--- config.mk ---
export PLATFORM = sky130hd
export DESIGN_NAME = fetch_unit
export DESIGN_NICKNAME = d
export VERILOG_FILES = /design/src/rtl/fetch_unit_pkg.sv /design/src/rtl/fetch_unit.sv
export SDC_FILE = /design/constraint.sdc
export NUM_CORES = 1
export LEC_CHECK = 0
export ABC_AREA = 1
export CORE_ASPECT_RATIO = 0.7
export CORE_MARGIN = 2
export CORE_UTILIZATION = 53
export DETAILED_ROUTE_END_ITERATION = 6
export GPL_TIMING_DRIVEN = 1
export HOLD_SLACK_MARGIN = 0.05
export PLACE_DENSITY = 0.87
export SYNTH_ARGS = -nofsm -noshare
export SYNTH_HDL_FRONTEND = slang
export SYNTH_SLANG_ARGS = --single-unit
--- constraint.sdc ---
create_clock -name clk -period 4.8 [get_ports clk]
set_input_delay 0.96 -clock clk [delete_from_list [all_inputs] [get_ports clk]]
set_output_delay 0.96 -clock clk [all_outputs]
set_load 0.02 [all_outputs]
--- src/rtl/fetch_unit_pkg.sv ---
// Shared types for the fetch stage: PC/word types, reset PC, fetch FSM states
// and the fetch-to-decode payload bundle.
package fetch_unit_pkg;

  typedef logic [63:0] u64;
  typedef logic [31:0] u32;

  localparam u64 PCINIT = 64'h0000_0000_8000_0000;

  typedef enum logic [1:0] {
    REQ     = 2'd0,
    HOLD    = 2'd1,
    DISCARD = 2'd2
  } fetch_state_t;

  typedef struct packed {
    logic valid;
    u64   pc;
    u32   raw_instr;
  } fetch_data_t;

  // Sequential next fetch address; wraps modulo 2^64.
  function automatic u64 next_pc(input u64 pc);
    return pc + 64'd4;
  endfunction

endpackage

--- src/rtl/fetch_unit.sv ---
// Fetch unit: PC generation, instruction-bus handshake and fetch payload.
// Optional performance counters are enabled with `define FETCH_PERF_EN.
module fetch_unit
  import fetch_unit_pkg::*;
#(
  parameter u64 RESET_PC = PCINIT,
  parameter int INSTR_W  = 32
) (
  input  logic               clk,
  input  logic               reset,
  output logic               ireq_valid,
  output logic [63:0]        ireq_addr,
  input  logic               iresp_data_ok,
  input  logic [INSTR_W-1:0] iresp_data,
  input  logic               redirect_valid,
  input  logic [63:0]        redirect_pc,
  input  logic               f_accept,
  output logic               out_valid,
  output logic [63:0]        out_pc,
  output logic [INSTR_W-1:0] out_instr,
  output logic               fetch_busy
`ifdef FETCH_PERF_EN
  ,
  output logic [63:0]        perf_fetched,
  output logic [63:0]        perf_stall
`endif
);

  fetch_state_t       state_r;
  u64                 pc_r;
  u64                 pend_pc_r;
  logic [INSTR_W-1:0] buf_instr_r;

  // Bus request and payload decode; REQ passes the bus response straight through.
  always_comb begin
    ireq_valid = 1'b0;
    ireq_addr  = pc_r;
    out_valid  = 1'b0;
    out_pc     = pc_r;
    out_instr  = buf_instr_r;
    if (reset) begin
      out_pc    = 64'd0;
      out_instr = {INSTR_W{1'b0}};
    end else begin
      case (state_r)
        REQ: begin
          ireq_valid = 1'b1;
          out_valid  = iresp_data_ok & ~redirect_valid;
          out_instr  = iresp_data;
        end
        HOLD: begin
          out_valid = ~redirect_valid;
        end
        DISCARD: begin
          ireq_valid = 1'b1;
          out_instr  = {INSTR_W{1'b0}};
        end
        default: begin
          out_instr = {INSTR_W{1'b0}};
        end
      endcase
    end
    fetch_busy = ~out_valid;
  end

  // FSM and PC state; the request address (pc_r) only moves on a response or from HOLD.
  always_ff @(posedge clk) begin
    if (reset) begin
      state_r     <= REQ;
      pc_r        <= RESET_PC;
      pend_pc_r   <= 64'd0;
      buf_instr_r <= {INSTR_W{1'b0}};
    end else begin
      case (state_r)
        REQ: begin
          if (iresp_data_ok) begin
            if (redirect_valid) begin
              pc_r <= redirect_pc;
            end else if (f_accept) begin
              pc_r <= next_pc(pc_r);
            end else begin
              buf_instr_r <= iresp_data;
              state_r     <= HOLD;
            end
          end else if (redirect_valid) begin
            pend_pc_r <= redirect_pc;
            state_r   <= DISCARD;
          end
        end
        HOLD: begin
          if (redirect_valid) begin
            pc_r    <= redirect_pc;
            state_r <= REQ;
          end else if (f_accept) begin
            pc_r    <= next_pc(pc_r);
            state_r <= REQ;
          end
        end
        DISCARD: begin
          // Newest redirect wins, including one arriving with the stale response.
          if (iresp_data_ok) begin
            pc_r    <= redirect_valid ? redirect_pc : pend_pc_r;
            state_r <= REQ;
          end else if (redirect_valid) begin
            pend_pc_r <= redirect_pc;
          end
        end
        default: begin
          state_r <= REQ;
        end
      endcase
    end
  end

`ifdef FETCH_PERF_EN
  // Wrapping counters for delivered instructions and bus wait cycles.
  always_ff @(posedge clk) begin
    if (reset) begin
      perf_fetched <= 64'd0;
      perf_stall   <= 64'd0;
    end else begin
      if (out_valid && f_accept) begin
        perf_fetched <= perf_fetched + 64'd1;
      end
      if (ireq_valid && !iresp_data_ok) begin
        perf_stall <= perf_stall + 64'd1;
      end
    end
  end
`endif

endmodule
==> results.md <==
- Power Density: 305 nW/um^2
- Worst-Skew Late Latency: 0.44 ns
- Total congestion overflow: 0
- Critical path type: input pin to output pin
- Tightest Pin Transition: 1.22 ns
- Worst-case clock buffer depth: 2
- Reg-to-Reg End: ireq_addr[63]
- Vias per cell: 5.79
- Initial core utilization: 54.1%
- Post-DRT Antenna Nets: 0
- Peak VDD IR: 0.227 mV
- Worst R2R Setup Slack: 1.72 ns
- Critical path launch point type: input pin
- Maximum clock rate: 273 MHz
- CTS sink count: 162
- Seq/Total Area, Yosys: 33.4%
- Worst R2R Start: state_r[0]
- Iteration-0 DRC Markers: 1486
- First-pass GRT wire length: 57100 um
- DP Worst Slack: 1.17 ns
- WL/cell: 18.5 um
- Overall routed net length: 37600 um
- Number of global-route vias before repair: 10273
- Hold endpoint: buf_instr_r[4]
- Die width: 166 um
- Fin. max-slew vios: 0
- Placed inst area: 12300 sq um
- Tot GR Track Use: 37.7%
- Final instance area: 13000 sq um
- DP HPWL: 27300 um
- Row cnt: 41
- Final nets: 1879
- Hold WC Path Type: flip-flop to flip-flop
- Internal power: 2.62 mW
- Final Hold Fails: 0
- Largest net degree at the start of global routing: 113
- Slew HR: 18.1%
- DRC errors left: 0
- Final period util: 76.2%
- Worst Setup End Kind: output pin
- RSZ-0062 raised after global routing: no
- Die Ht: 117 um
- Setup bufs post-CTS: 0
- WP data required: 3.84 ns
- Number of synthesized register bits: 162
- CTS Buf Count: 17
- LEAKAGE: 4.62 nW
- Worst path arrival time: 2.70 ns
- Filler cells: 1524
- EDFF count, synth: 0
- Power share of the clock group: 37.6%
- Top Ports: 264
- Clk slew on worst S/H paths: 0.07 ns
- Psw: 1.34 mW
- Synth cell types: 41
- CTS Root Cell: clkbuf_16
- # diodes: 0
- R2R depth: 5
- CTS resizes: 0
- Skew final: 0.0138 ns
- Tot Pwr: 3.95 mW
- Post-Synthesis Cell Area: 9710 sq um
- Syn avg cell area: 6.15 sq um
- Final Wtd Congestion: 0.973
- Synthesized Nets: 1681
- Port Buffers: 263
- Initial antenna violation count: 2
- CTS H-tree depth: 4
- Most used flip-flop cell after synthesis: dfxtp_1
- Hold path cells: 2
- Max Cap Viol: 0
- Full die area: 19400 sq um
- Share of cells above drive strength 1: 5.98%
- Final setup fails: 0
- TritonRoute pass-1 iters: 6
- CTS Hold Bufs: 0
- Share of synthesized registers carrying an async set or reset: 0%
- Sequential share of power: 39.9%
- Yosys warns: 0
- Vias: 11728
- TNS Setup: 0 ns
- Status: finished clean
- Comb pwr share: 22.5%
- Mapped Cells: 1579
- PnR worst setup slack: 1.14 ns
- Layout area overhead: 33.7%
- CTS tree: yes
- Worst-path maximum fanout: 9
- Post-Layout Cell Count: 2026
- Worst hold start: buf_instr_r[4]
- Min Tclk post-route: 3.66 ns
- Switch share: 33.8%
- Dpl cells: 1994
- Area of the core: 18000 sq um
## worst max-delay path, stage by stage
cell and delay (ns):
clkdlybuf4s50_1 0.55, nor2_4 0.09, nor3_1 0.41, clkdlybuf4s50_1 0.69
## cells by family (layout without fill, tap and decap cells)
kind of cell             count (synthesis)  count (layout)  share of synthesized area (%)
flip-flops                             162             162                           33.4
AO/OA/AOI/OAI                          379             379                           21.5
AND/OR/NAND/NOR                        799             799                           35.0
buffers and inverters                  233             444                           9.51
XOR/XNOR                                 5               5                          0.451
adder cells (fa/ha/maj)                  1               1                          0.129
## worst max path at each step
stage / start / end / slack [ns] / cells past startpoint
after floorplan: reset / fetch_busy / 1.88 / 3
after global placement: iresp_data_ok / out_valid / 1.16 / 4
after detailed placement: iresp_data_ok / out_valid / 1.17 / 4
after CTS: iresp_data_ok / out_valid / 1.17 / 4
after global routing: state_r[0] / out_instr[13] / 1.01 / 6
final: iresp_data_ok / out_valid / 1.14 / 4
## power by group through the flow
stage	Clock, mW	Sequential, mW	Combinational, mW
2_1_floorplan	0	1.61	0.416
3_3_place_gp	0	1.59	0.857
3_5_place_dp	0	1.60	0.869
4_1_cts	1.48	1.57	0.875
5_1_grt	1.54	1.58	0.955
6_report	1.49	1.58	0.889
## layer usage
layer	share of wire, %	track usage [%]	vias to the layer above
li1	-	-	5579
met1	42	53.4	5310
met2	41	54.1	764
met3	15	13.3	69
met4	1.7	9.39	6
met5	0.40	4.59	-
## layout make-up
cell class                 count  area, sq um  share of cell area, %
tap                          236          295                   2.28
multi-input combinational   1184         5540                   42.7
clock inverter                15          210                   1.62
inverter                     139          522                   4.02
clock buffer                  17          425                   3.28
timing repair buffer         273         2740                   21.1
sequential                   162         3240                   25.0
## cell usage after synthesis (18+ instances only)
cell	n	share of area, %
a211oi_1	34	2.6
a21oi_1	130	6.7
buf_2	28	1.4
clkbuf_1	55	2.1
dfxtp_1	162	33
inv_1	127	4.9
nand2_1	291	11
nand3_1	105	5.4
nand4_1	18	1.2
nor2_1	334	13
o21ai_0	154	7.9
o21ai_1	21	1.1
## through the flow
step	hold WS (ns)	utilization (%)
2_1_floorplan	0.424	-
3_3_place_gp	0.433	68.7
3_5_place_dp	0.438	68.7
4_1_cts	0.450	72.3
5_1_grt	0.468	72.3
6_report	0.449	72.3
## layout by cell type (no fill, tap or decap), types with 18 or more instances in the layout
| cell | Yosys | layout |
|---|---|---|
| nand4_1 | 18 | 18 |
| a211oi_1 | 34 | 34 |
| nand3_1 | 105 | 105 |
| nand2_1 | 291 | 291 |
| nor2_1 | 334 | 333 |
| o21ai_1 | 21 | 21 |
| o21ai_0 | 154 | 154 |
| clkdlybuf4s50_1 | 0 | 261 |
| inv_1 | 127 | 126 |
| dfxtp_1 | 162 | 162 |
| a21oi_1 | 130 | 130 |
## state kept, by name, summed over array words and instances (netlist names)
name,flops
ireq_addr,64
buf_instr_r,32
state_r,2
pend_pc_r,64
No activity file was read; power rests on OpenSTA's default activity.
